[config.mk]
export PLATFORM = sky130hd
export DESIGN_NAME = bit_serializer
export DESIGN_NICKNAME = d
export VERILOG_FILES = /design/src/rtl/bit_serializer_pkg.sv /design/src/rtl/bit_serializer_slot.sv /design/src/rtl/bit_serializer.sv
export SDC_FILE = /design/constraint.sdc
export NUM_CORES = 1
export LEC_CHECK = 0
export ABC_AREA = 1
export CORE_ASPECT_RATIO = 1.25
export CORE_MARGIN = 4
export CORE_UTILIZATION = 55
export DETAILED_ROUTE_END_ITERATION = 6
export PLACE_DENSITY = 0.79
export SLEW_MARGIN = 15
export SYNTH_ARGS = -nofsm -noshare
export SYNTH_HDL_FRONTEND = slang
export SYNTH_HIERARCHICAL = 1
export SYNTH_SLANG_ARGS = --single-unit
[constraint.sdc]
create_clock -name clk -period 3.2 [get_ports clk]
set_input_delay 0.96 -clock clk [delete_from_list [all_inputs] [get_ports clk]]
set_output_delay 0.96 -clock clk [all_outputs]
set_load 0.02 [all_outputs]
[src/rtl/bit_serializer_pkg.sv]
// Shared definitions for the bit_serializer block: FSM state encodings,
// default geometry and the slot-counter width helper.
package bit_serializer_pkg;

  localparam int DEFAULT_WIDTH    = 8;
  localparam int DEFAULT_IDLE_GAP = 1;

  typedef enum logic [1:0] {
    ST_IDLE  = 2'd0,
    ST_SHIFT = 2'd1,
    ST_PAR   = 2'd2,
    ST_GAP   = 2'd3
  } state_t;

  // One counter serves both the data slots and the gap, so it must hold the larger of the two.
  function automatic int cnt_width(input int width, input int gap);
    int m;
    m = (width > gap) ? width : gap;
    return $clog2(m + 1);
  endfunction

endpackage

[src/rtl/bit_serializer_slot.sv]
// Loadable up-counter with a runtime terminal value; saturates at the terminal
// value so it never wraps inside a word or gap.
module slot_counter #(
  parameter int CNT_W = 4
) (
  input  logic             clk,
  input  logic             rst_n,
  input  logic             i_load,
  input  logic             i_inc,
  input  logic [CNT_W-1:0] i_term,
  output logic [CNT_W-1:0] o_count,
  output logic             o_tc
);

  logic [CNT_W-1:0] r_count;

  always_ff @(posedge clk or negedge rst_n) begin
    if (!rst_n) begin
      r_count <= '0;
    end else if (i_load) begin
      r_count <= '0;
    end else if (i_inc && (r_count != i_term)) begin
      r_count <= r_count + 1'b1;
    end
  end

  assign o_count = r_count;
  assign o_tc    = (r_count == i_term);

endmodule

[src/rtl/bit_serializer.sv]
// Parallel-to-serial feeder: accepts a word on valid/ready and emits it MSB-first
// on en/d, followed by IDLE_GAP quiet cycles. Define SERIALIZER_PARITY_EN for an even-parity slot.
module bit_serializer
  import bit_serializer_pkg::*;
#(
  parameter int WIDTH    = DEFAULT_WIDTH,
  parameter int IDLE_GAP = DEFAULT_IDLE_GAP
) (
  input  logic             clk,
  input  logic             rst_n,
  input  logic [WIDTH-1:0] in_data,
  input  logic             in_valid,
  output logic             in_ready,
  output logic             en,
  output logic             d,
  output logic             busy,
  output logic             done
);

  localparam int               CNT_W      = cnt_width(WIDTH, IDLE_GAP);
  localparam logic [CNT_W-1:0] SHIFT_TERM = CNT_W'(WIDTH - 1);
  localparam logic [CNT_W-1:0] GAP_TERM   = (IDLE_GAP > 0) ? CNT_W'(IDLE_GAP - 1) : '0;
  localparam state_t           POST_DATA  = (IDLE_GAP > 0) ? ST_GAP : ST_IDLE;
`ifndef SERIALIZER_PARITY_EN
  localparam logic [CNT_W-1:0] PRE_TERM   = CNT_W'(WIDTH - 2);
`endif

  state_t           r_state;
  state_t           w_state_nxt;
  logic [WIDTH-1:0] r_shreg;
  logic [WIDTH-1:0] w_shreg_nxt;
  logic             r_en;
  logic             r_d;
  logic             r_busy;
  logic             r_done;
  logic             w_en_nxt;
  logic             w_d_nxt;
  logic             w_busy_nxt;
  logic             w_done_nxt;
  logic             w_hs;
  logic             w_cnt_load;
  logic             w_cnt_inc;
  logic [CNT_W-1:0] w_term;
  logic [CNT_W-1:0] w_count;
  logic             w_tc;
`ifdef SERIALIZER_PARITY_EN
  logic             r_par;
`endif

  assign in_ready = (r_state == ST_IDLE);
  assign w_hs     = in_valid & in_ready;
  assign w_term   = (r_state == ST_GAP) ? GAP_TERM : SHIFT_TERM;

  slot_counter #(
    .CNT_W (CNT_W)
  ) u_slot_counter (
    .clk     (clk),
    .rst_n   (rst_n),
    .i_load  (w_cnt_load),
    .i_inc   (w_cnt_inc),
    .i_term  (w_term),
    .o_count (w_count),
    .o_tc    (w_tc)
  );

  always_comb begin
    w_state_nxt = r_state;
    w_shreg_nxt = r_shreg;
    w_cnt_load  = 1'b0;
    w_cnt_inc   = 1'b0;
    case (r_state)
      ST_IDLE: begin
        if (w_hs) begin
          w_state_nxt = ST_SHIFT;
          w_shreg_nxt = in_data;
          w_cnt_load  = 1'b1;
        end
      end
      ST_SHIFT: begin
        w_shreg_nxt = r_shreg << 1;
        if (w_tc) begin
`ifdef SERIALIZER_PARITY_EN
          w_state_nxt = ST_PAR;
`else
          w_state_nxt = POST_DATA;
`endif
          w_cnt_load  = 1'b1;
        end else begin
          w_cnt_inc = 1'b1;
        end
      end
`ifdef SERIALIZER_PARITY_EN
      ST_PAR: begin
        w_state_nxt = POST_DATA;
        w_cnt_load  = 1'b1;
      end
`endif
      ST_GAP: begin
        if (w_tc) begin
          w_state_nxt = ST_IDLE;
        end else begin
          w_cnt_inc = 1'b1;
        end
      end
      default: w_state_nxt = ST_IDLE;
    endcase
  end

  // Outputs are registered, so they are decoded from the state being entered.
  always_comb begin
    w_en_nxt   = 1'b0;
    w_d_nxt    = 1'b0;
    w_busy_nxt = (w_state_nxt != ST_IDLE);
    w_done_nxt = 1'b0;
    case (w_state_nxt)
      ST_SHIFT: begin
        w_en_nxt = 1'b1;
        w_d_nxt  = w_shreg_nxt[WIDTH-1];
      end
`ifdef SERIALIZER_PARITY_EN
      ST_PAR: begin
        w_en_nxt = 1'b1;
        w_d_nxt  = r_par;
      end
`endif
      default: begin
        w_en_nxt = 1'b0;
        w_d_nxt  = 1'b0;
      end
    endcase
`ifdef SERIALIZER_PARITY_EN
    w_done_nxt = (r_state == ST_SHIFT) && (w_count == SHIFT_TERM);
`else
    w_done_nxt = (r_state == ST_SHIFT) && (w_count == PRE_TERM);
`endif
  end

  always_ff @(posedge clk or negedge rst_n) begin
    if (!rst_n) begin
      r_state <= ST_IDLE;
      r_shreg <= '0;
      r_en    <= 1'b0;
      r_d     <= 1'b0;
      r_busy  <= 1'b0;
      r_done  <= 1'b0;
    end else begin
      r_state <= w_state_nxt;
      r_shreg <= w_shreg_nxt;
      r_en    <= w_en_nxt;
      r_d     <= w_d_nxt;
      r_busy  <= w_busy_nxt;
      r_done  <= w_done_nxt;
    end
  end

`ifdef SERIALIZER_PARITY_EN
  always_ff @(posedge clk or negedge rst_n) begin
    if (!rst_n) begin
      r_par <= 1'b0;
    end else if (w_hs) begin
      r_par <= ^in_data;
    end
  end
`endif

  assign en   = r_en;
  assign d    = r_d;
  assign busy = r_busy;
  assign done = r_done;

endmodule

==> summary.txt <==
outcome = finished clean
Clk Latency, worst-skew pair = 0.30 ns
fraction of layout cells with a size suffix above 1 = 13.5%
final worst-path setup slack = 0.497 ns
CTS tree = yes
leakage = 0.627 nW
DRT iter0 DRCs = 23
num rows = 16
HP Class = reg -> reg
global-route wire length before repair = 3.17 mm
Reg2Reg Setup Slack = 1.22 ns
distinct cell type count after synthesis = 20
total track usage = 17.5%
fillers = 145
Initial DRT Pass Iterations = 4
Setup violations, final = 0
die footprint = 2520 sq um
Worst Path Max Fanout = 10
Inst Count DP = 155
Worst-Margin Slew = 0.810 ns
worst hold start = r_shreg[0]
top cells by area, synth = dfrtp_1, nand2_1, nand3_1, inv_1, nand4_1
Final Cycle Share = 84.5%
unrepaired setup endpoints after global routing = false
Final Skew = 0.0119 ns
post-route ant nets = 0
Setup TNS Final = 0 ns
Avg Inst Size Synth = 7.95 sq um
WP data required = 2.24 ns
hold_buf cts = 0
Buffers on Ports = 15
Post-Layout Cell Count = 159
DRC = 0
synthesized area = 978 sq um
largest net degree at the start of global routing = 19
final wirelength = 1.87 mm
core area = 1620 sq um
initial antenna violation count = 0
Hold Path Sink = r_shreg[0]
crit end category = primary output
die height = 55.2 um
min Tclk post-route = 2.70 ns
Post-CTS Setup Repair Bufs = 0
final antenna diode count = 0
Max-cap violations = 0
final max-slew violation count = 0
worst path arrival time = 1.74 ns
PostCTS Resize Cnt = 0
RR Endpoint = d
Area Overhead vs Synth = 19.8%
Peak Freq = 370 MHz
via count = 843
post-synthesis sequential area ratio = 46.0%
Ys Warns = 6
Final #Nets = 154
Synth Instances = 123
commonest non-fill, non-tap cells in the layout = nand2_1, nand3_1, dfrtp_1, clkdlybuf4s50_1, inv_1
area leader, netlist = dfrtp_1
Reg2Reg Depth = 11
Reg clk slew, reported paths = 0.12 ns
Hold Fails Final Rpt = 0
Seq cells post-synth = 18
Setup WS pre-CTS = 0.851 ns
CTS Sinks = 18
DP Wirelength = 1.37 mm
Routed WL per cell = 11.7 um
vias in the first global route = 769
Worst VDD drop = 530 uV
H-tree Lvls = 1
hold depth = 2
most common cell after layout, fill and taps aside = nand2_1
CP startpoint kind = flip-flop
GPL Wtd Cong = 0.834
global route total overflow = 0
Num CTS Buffers = 3
clock buffer depth = 2
initial core utilization = 60.3%
area share of the largest cell type after synthesis = 46.0%
Worst R2R Start = r_state[0]
worst hold slack = 0.481 ns
Slew headroom = 45.8%
P per Cell Area = 803 nW/um^2
io pins = 16
die width = 45.7 um
clk root buf = clkbuf_4
WS Path Type = reg -> out
post-DR vias/cell = 5.30
-- critical path, stage by stage, from the launching register on --
cell and delay (ns):
dfrtp_1 0.51, nor2_4 0.27, clkdlybuf4s50_1 0.65
-- routing by layer --
| metal | up-vias | routed length, um | track usage, % |
|---|---|---|---|
| met5 | - | 0 | 0 |
| met4 | 0 | 19 | 9.00 |
| met3 | 4 | 73 | 1.94 |
| met2 | 18 | 971 | 31.6 |
| met1 | 397 | 802 | 20.0 |
| li1 | 424 | - | - |
-- power breakdown --
part / switching, mW / total (mW) / internal (mW) / leakage (nW)
registers: 0.0860 / 0.391 / 0.305 / 0.227
logic: 0.236 / 0.406 / 0.170 / 0.378
clock network: 0.0754 / 0.145 / 0.0694 / 0.0210
total: 0.397 / 0.941 / 0.544 / 0.627
-- synthesized netlist by cell type --
cell type and number:
dfrtp_1 18, o21a_1 1, inv_1 14, nand3_1 19
ha_1 1, nand2_1 42, buf_4 1, nand2_2 3
inv_2 2, nor2_4 2, xor2_1 1, nor3_2 1
conb_1 1, buf_6 1, o21ai_4 1, nor2_1 4
nand3_2 2, nand2_4 1, nor2_2 3, nand4_1 5
-- worst max-delay path by stage --
| stage | startpoint | endpoint | cells past startpoint |
|---|---|---|---|
| final | r_state[0] | in_ready | 2 |
| after global routing | r_state[0] | in_ready | 2 |
| after CTS | r_state[0] | in_ready | 2 |
| after detailed placement | r_state[0] | in_ready | 2 |
| after global placement | r_state[0] | in_ready | 2 |
| after floorplan | r_state[0] | in_ready | 2 |
-- stage by stage --
| stage | util (%) | power [mW] | cell area [sq um] |
|---|---|---|---|
| 2_1_floorplan | - | 0.686 | 982 |
| 3_3_place_gp | 70.1 | 0.785 | 1140 |
| 3_5_place_dp | 70.1 | 0.805 | 1140 |
| 4_1_cts | 72.3 | 0.952 | 1170 |
| 5_1_grt | 72.3 | 1.02 | 1170 |
| 6_report | 72.3 | 0.941 | 1170 |
-- kinds of logic after synthesis --
family	count (synthesis)	share of synthesized area (%)
and+or+nand+nor	82	40.9
buffers and inverters	18	8.06
DFF	18	46.0
AOI/OAI and AO/OA	2	2.43
xor gates and xnor gates	1	0.895
adders and majority gates	1	1.28
other	1	0.383
-- layout make-up --
class | instances | area [sq um] | area share, %
Clock buffer | 4 | 36.3 | 3.09
Inverter | 16 | 60.1 | 5.12
Multi-Input combinational cell | 88 | 453 | 38.6
Sequential cell | 18 | 450 | 38.4
Tap cell | 18 | 22.5 | 1.92
Timing Repair Buffer | 15 | 150 | 12.8
-- state kept, by name, summed over array words and instances, names as in the netlist --
register and cells:
d 1, busy 1, u_slot_counter/o_count 4, en 1, done 1, r_shreg 8, r_state 2
Power figures use the tool's default switching activity.
